--- src/rtl/regfile_pkg.sv ---
// Shared register-file constants used by the writeback arbiter and its users.
package regfile_pkg;

  localparam int unsigned DEFAULT_NUM_REGS   = 32;
  localparam int unsigned REG_ADDR_W         = $clog2(DEFAULT_NUM_REGS);
  localparam int unsigned DEFAULT_DATA_WIDTH = 32;
  localparam int unsigned DEFAULT_NUM_REQ    = 3;

  // Architectural zero register; writes to it are swallowed.
  localparam int unsigned REG_ZERO = 0;

endpackage

--- src/rtl/regfile_wb_arbiter_rr_picker.sv ---
// Combinational picker: first set request at or after start_i, wrapping modulo N.
module rr_picker #(
  parameter int unsigned N    = 3,
  parameter int unsigned IdxW = $clog2(N)
) (
  input  logic [N-1:0]    req_i,
  input  logic [IdxW-1:0] start_i,
  output logic [N-1:0]    gnt_o,
  output logic [IdxW-1:0] idx_o
);

  logic            found;
  logic [IdxW:0]   cand;

  // Scan N candidates starting at start_i; the first valid one wins.
  always_comb begin
    gnt_o = '0;
    idx_o = '0;
    found = 1'b0;
    cand  = '0;
    for (int unsigned off = 0; off < N; off++) begin
      cand = {1'b0, start_i} + (IdxW + 1)'(off);
      if (cand >= (IdxW + 1)'(N)) begin
        cand = cand - (IdxW + 1)'(N);
      end
      if (!found && req_i[cand[IdxW-1:0]]) begin
        found                 = 1'b1;
        idx_o                 = cand[IdxW-1:0];
        gnt_o[cand[IdxW-1:0]] = 1'b1;
      end
    end
  end

endmodule

--- src/rtl/regfile_wb_arbiter.sv ---
// Writeback arbiter: shares the register-file write port among NUM_REQ requesters.
// Build option: define REGFILE_WB_RR_EN for round-robin; otherwise fixed priority (index 0 first).
module regfile_wb_arbiter
  import regfile_pkg::*;
#(
  parameter int unsigned NUM_REQ             = DEFAULT_NUM_REQ,
  parameter int unsigned NUMBER_OF_REGISTERS = DEFAULT_NUM_REGS,
  parameter int unsigned DATA_WIDTH          = DEFAULT_DATA_WIDTH,
  parameter int unsigned CNT_WIDTH           = 16
) (
  input  logic                                        clk,
  input  logic                                        rst_n,
  input  logic [NUM_REQ-1:0]                          req_valid_i,
  output logic [NUM_REQ-1:0]                          req_ready_o,
  input  logic [NUM_REQ*$clog2(NUMBER_OF_REGISTERS)-1:0] req_addr_i,
  input  logic [NUM_REQ*DATA_WIDTH-1:0]               req_data_i,
  output logic                                        wr_en_o,
  output logic [$clog2(NUMBER_OF_REGISTERS)-1:0]      wr_addr_o,
  output logic [DATA_WIDTH-1:0]                       wr_data_o,
  output logic                                        wb_stall_o,
  output logic [CNT_WIDTH-1:0]                        conflict_cnt_o,
  input  logic                                        conflict_clr_i
);

  localparam int unsigned AW   = $clog2(NUMBER_OF_REGISTERS);
  localparam int unsigned IdxW = $clog2(NUM_REQ);

  logic [NUM_REQ-1:0]    gnt;
  logic [IdxW-1:0]       idx;
  logic [IdxW-1:0]       start;
  logic                  hs;
  logic [AW-1:0]         win_addr;
  logic [DATA_WIDTH-1:0] win_data;
  logic                  multi;

  logic                  wr_en_q, wr_en_d;
  logic [AW-1:0]         wr_addr_q, wr_addr_d;
  logic [DATA_WIDTH-1:0] wr_data_q, wr_data_d;
  logic [CNT_WIDTH-1:0]  cnt_q, cnt_d;

  rr_picker #(
    .N    (NUM_REQ),
    .IdxW (IdxW)
  ) u_picker (
    .req_i   (req_valid_i),
    .start_i (start),
    .gnt_o   (gnt),
    .idx_o   (idx)
  );

`ifdef REGFILE_WB_RR_EN
  logic [IdxW-1:0] ptr_q, ptr_d;

  // Pointer moves just past the winner after every grant, including x0 grants.
  always_comb begin
    ptr_d = ptr_q;
    if (hs) begin
      ptr_d = (idx == IdxW'(NUM_REQ - 1)) ? '0 : idx + IdxW'(1);
    end
  end

  // Round-robin pointer register.
  always_ff @(posedge clk or negedge rst_n) begin
    if (!rst_n) begin
      ptr_q <= '0;
    end else begin
      ptr_q <= ptr_d;
    end
  end

  assign start = ptr_q;
`else
  assign start = '0;
`endif

  // Handshake, grant gating during reset, and stall/contention detection.
  always_comb begin
    req_ready_o = rst_n ? gnt : '0;
    hs          = |req_ready_o;
    wb_stall_o  = rst_n & (|(req_valid_i & ~gnt));
    win_addr    = req_addr_i[int'(idx) * AW +: AW];
    win_data    = req_data_i[int'(idx) * DATA_WIDTH +: DATA_WIDTH];
    // Two or more bits set iff clearing the lowest set bit leaves something.
    multi       = |(req_valid_i & (req_valid_i - NUM_REQ'(1)));
  end

  // Next state of the write stage and the saturating contention counter.
  always_comb begin
    wr_en_d   = hs && (win_addr != AW'(REG_ZERO));
    wr_addr_d = hs ? win_addr : wr_addr_q;
    wr_data_d = hs ? win_data : wr_data_q;
    cnt_d     = cnt_q;
    if (conflict_clr_i) begin
      cnt_d = '0;
    end else if (multi && (cnt_q != '1)) begin
      cnt_d = cnt_q + CNT_WIDTH'(1);
    end
  end

  // Registered write port and counter; reset drops any accepted-but-undriven write.
  always_ff @(posedge clk or negedge rst_n) begin
    if (!rst_n) begin
      wr_en_q   <= 1'b0;
      wr_addr_q <= '0;
      wr_data_q <= '0;
      cnt_q     <= '0;
    end else begin
      wr_en_q   <= wr_en_d;
      wr_addr_q <= wr_addr_d;
      wr_data_q <= wr_data_d;
      cnt_q     <= cnt_d;
    end
  end

  assign wr_en_o        = wr_en_q;
  assign wr_addr_o      = wr_addr_q;
  assign wr_data_o      = wr_data_q;
  assign conflict_cnt_o = cnt_q;

endmodule

--- config.mk ---
export PLATFORM = sky130hd
export DESIGN_NAME = regfile_wb_arbiter
export DESIGN_NICKNAME = d
export VERILOG_FILES = /design/src/rtl/regfile_pkg.sv /design/src/rtl/regfile_wb_arbiter_rr_picker.sv /design/src/rtl/regfile_wb_arbiter.sv
export SDC_FILE = /design/constraint.sdc
export NUM_CORES = 1
export LEC_CHECK = 0
export ABC_AREA = 1
export BUFFER_PORTS_ARGS = -buffer_cell sky130_fd_sc_hd__clkbuf_2
export CORE_MARGIN = 3
export CORE_UTILIZATION = 35
export CTS_CLUSTER_SIZE = 28
export DETAILED_ROUTE_END_ITERATION = 8
export MAX_ROUTING_LAYER = met4
export PLACE_DENSITY_LB_ADDON = 0.25
export SLEW_MARGIN = 30
export SYNTH_ARGS = -nofsm -noshare
export SYNTH_HDL_FRONTEND = slang
export SYNTH_SLANG_ARGS = --single-unit
--- constraint.sdc ---
create_clock -name clk -period 1.8 [get_ports clk]
set_input_delay 0.27 -clock clk [delete_from_list [all_inputs] [get_ports clk]]
set_output_delay 0.27 -clock clk [all_outputs]
set_load 0.01 [all_outputs]
==> impl_metrics.env <==
export IMPL_drive_above_1_share=0.3184
export IMPL_fin_worst_skew_ns=0.008130
export IMPL_status="finished clean"
export IMPL_grt_total_usage=0.1999
export IMPL_gp_congestion=0.8767
export IMPL_min_path_type="input port to async pin"
export IMPL_slew_violations=0
export IMPL_p_leak_nw=2.493
export IMPL_cts_buffers=5
export IMPL_maxCapViolCount=0
export IMPL_synth_compound_area_frac=0.08200
export IMPL_io_pins=175
export IMPL_max_freq_ghz=0.5985
export IMPL_die_h_um=103.0
export IMPL_dpl_cell_count=764
export IMPL_tritoncts="done"
export IMPL_setup_ws_ns=0.1290
export IMPL_synthMuxAreaShare=0
export IMPL_layout_cells_non_filler=777
export IMPL_hold_viol_final=0
export IMPL_final_core_util=0.4962
export IMPL_syn2layout_area_growth_pct=34.51
export IMPL_seq_area_frac_synth=0.4100
export IMPL_clock_sinks=54
export IMPL_first_pass_iters=4
export IMPL_yosys_area_share_xor_xnor=0.005315
export IMPL_synth_adder_area_share=0.003797
export IMPL_fin_setup_tns_ns=0
export IMPL_syn_cell_area_mm2=0.003296
export IMPL_grt_max_degree=55
export IMPL_fin_crit_sh=0.9283
export IMPL_synth_nets=614
export IMPL_startpoint_type="register"
export IMPL_cp_arrival_ns=1.90
export IMPL_ys_types=24
export IMPL_cts_buffer_depth=2
export IMPL_crit_slowest_cell="dfrtp_1"
export IMPL_grt_overflow_total=0
export IMPL_ys_ff_latch=54
export IMPL_cts_clk_slew_worst_paths_ns=0.10
export IMPL_min_period_ns=1.671
export IMPL_antenna_found_initial=0
export IMPL_rows=34
export IMPL_synth_top_family_by_area="simple AND/OR/NAND/NOR gates"
export IMPL_routed_wl_um=10570
export IMPL_end_kind="register"
export IMPL_vias=3771
export IMPL_cts_root_buf="clkbuf_8"
export IMPL_crit_required_ns=2.03
export IMPL_die_area_mm2=0.01062
export IMPL_wl_per_cell_um=13.61
export IMPL_max_slew_margin=0.5192
export IMPL_start_util=0.3689
export IMPL_worst_setup_path_type="register to register"
export IMPL_syn_instance_count=496
export IMPL_core_mm2=0.008934
export IMPL_rsz0062_at_grt="false"
export IMPL_die_x_um=103.0
export IMPL_path_cells="ha_1 -> nand2_1 -> nor2_4 -> nand2_2 -> nor2_4 -> nor2_4 -> buf_4 -> nand3_1 -> o21ai_0"
export IMPL_tightest_slew_ns=0.7212
export IMPL_first_global_vias=3470
export IMPL_power_total_w=0.002866
export IMPL_drc=0
export IMPL_antennaDiodeCount=0
export IMPL_layout_commonest_cell="nand2_1"
export IMPL_yosysWarnings=0
export IMPL_yosysTopAreaCell="dfrtp_1"
export IMPL_layout_common_cells="nand2_1 (204), clkbuf_2 (174), dfrtp_1 (54), nor2_1 (53), nand3_1 (53)"
export IMPL_power_density_mw_per_mm2=646.5
export IMPL_reg2reg_slack_ns=0.13
export IMPL_portBuffers=174
export IMPL_post_drt_via_cell_ratio=4.853
export IMPL_cpPeakStageDelay_ns=0.43
export IMPL_peakVddDrop_mv=0.3687
export IMPL_cp_max_fo=9
export IMPL_critPathMostFrequentCell="nor2_4"
export IMPL_clk_latency_ns=0.31
export IMPL_path_buf_inv=1
export IMPL_cp_top_family="simple AND/OR/NAND/NOR gates"
export IMPL_drtIter0Drc=102
export IMPL_final_setup_viol_count=0
export IMPL_dp_hpwl_um=8232
export IMPL_antenna_left=0
export IMPL_htreeDepth=2
export IMPL_dp_slack_ns=0.1215
export IMPL_yosys_area_share_simple=0.4244
export IMPL_yosysTopAreaCellShare=0.4100
export IMPL_avgSynthCellArea_um2=6.644
export IMPL_grt_pass1_wl_um=16470
export IMPL_synthTopCellsByArea="dfrtp_1 (41%), nand2_1 (23%), nand3_1 (8.0%)"
export IMPL_num_nets_final=786
-- final timing paths --
| path | startpoint | to | depth (start not counted) |
|---|---|---|---|
| setup / recovery | conflict_cnt_o[0] | conflict_cnt_o[0] | 9 |
| hold / removal | rst_n | conflict_cnt_o[2] | 2 |
| setup reg to reg | conflict_cnt_o[0] | conflict_cnt_o[0] | 9 |
| hold reg to reg | wr_addr_o[1] | wr_addr_o[1] | 2 |
| max in group asynchronous | rst_n | wr_data_o[21] | 2 |
| min in group clk | req_data_i[95] | wr_data_o[31] | 3 |
-- through the flow --
step           instance area, um2  hold slack, ns
2_1_floorplan                3296        -0.02559
3_3_place_gp                 4298          0.4655
6_report                     4433          0.1425
3_5_place_dp                 4298          0.4722
4_1_cts                      4392          0.1589
5_1_grt                      4433          0.1908
-- synth_stat cells --
master / instances
inv_2: 2
buf_6: 1
a21oi_2: 1
buf_1: 1
nor2_2: 2
ha_1: 1
o21ai_1: 35
inv_1: 27
nand3_1: 53
nand2_2: 2
buf_2: 13
dfrtp_1: 54
o21ai_0: 9
nor2_1: 53
nand2_1: 204
nand4_1: 12
a21oi_1: 5
o21ai_2: 1
xor2_1: 2
nor2_4: 5
clkbuf_1: 5
or2_2: 2
buf_4: 5
o21bai_1: 1
-- kinds of logic after synthesis --
logic type,Yosys count
and+or+nand+nor,333
buffers and inverters,54
DFF,54
AOI/OAI and AO/OA,52
xor gates and xnor gates,2
adders and majority gates,1
-- flip-flops by register name (all words and copies together), names as in the netlist --
| name | cells |
|---|---|
| wr_addr_o | 5 |
| wr_data_o | 32 |
| wr_en_o | 1 |
| conflict_cnt_o | 16 |
-- routing by layer --
metal	track usage	vias up	routed length [um]
met4	0.04183	0	165
met1	0.2546	1718	4566
li1	-	1913	-
met3	0.03721	12	669
met5	-	-	0
met2	0.3325	128	5171
-- what timing repair did --
item / in CTS / in global routing
hold buffers: 0 / 0
buffers inserted: 0 / 4
setup endpoints to repair: 0 / 10
resized for setup: 0 / 1
-- final cells by class --
class	count	area [um2]
sequential	54	1351
tap	108	135.1
clock buffer	5	68.82
multi-input combinational	389	1710
fill	935	4501
clock inverter	3	25.02
timing repair buffer	189	1033
inverter	29	108.9
-- power breakdown --
| part | internal, W | switching [W] |
|---|---|---|
| Combinational | 0.000327 | 0.000424 |
| Clock | 0.000282 | 0.000428 |
| Sequential | 0.00133 | 0.0000717 |
| Total | 0.00194 | 0.000924 |
No activity file was read; power rests on OpenSTA's default activity.
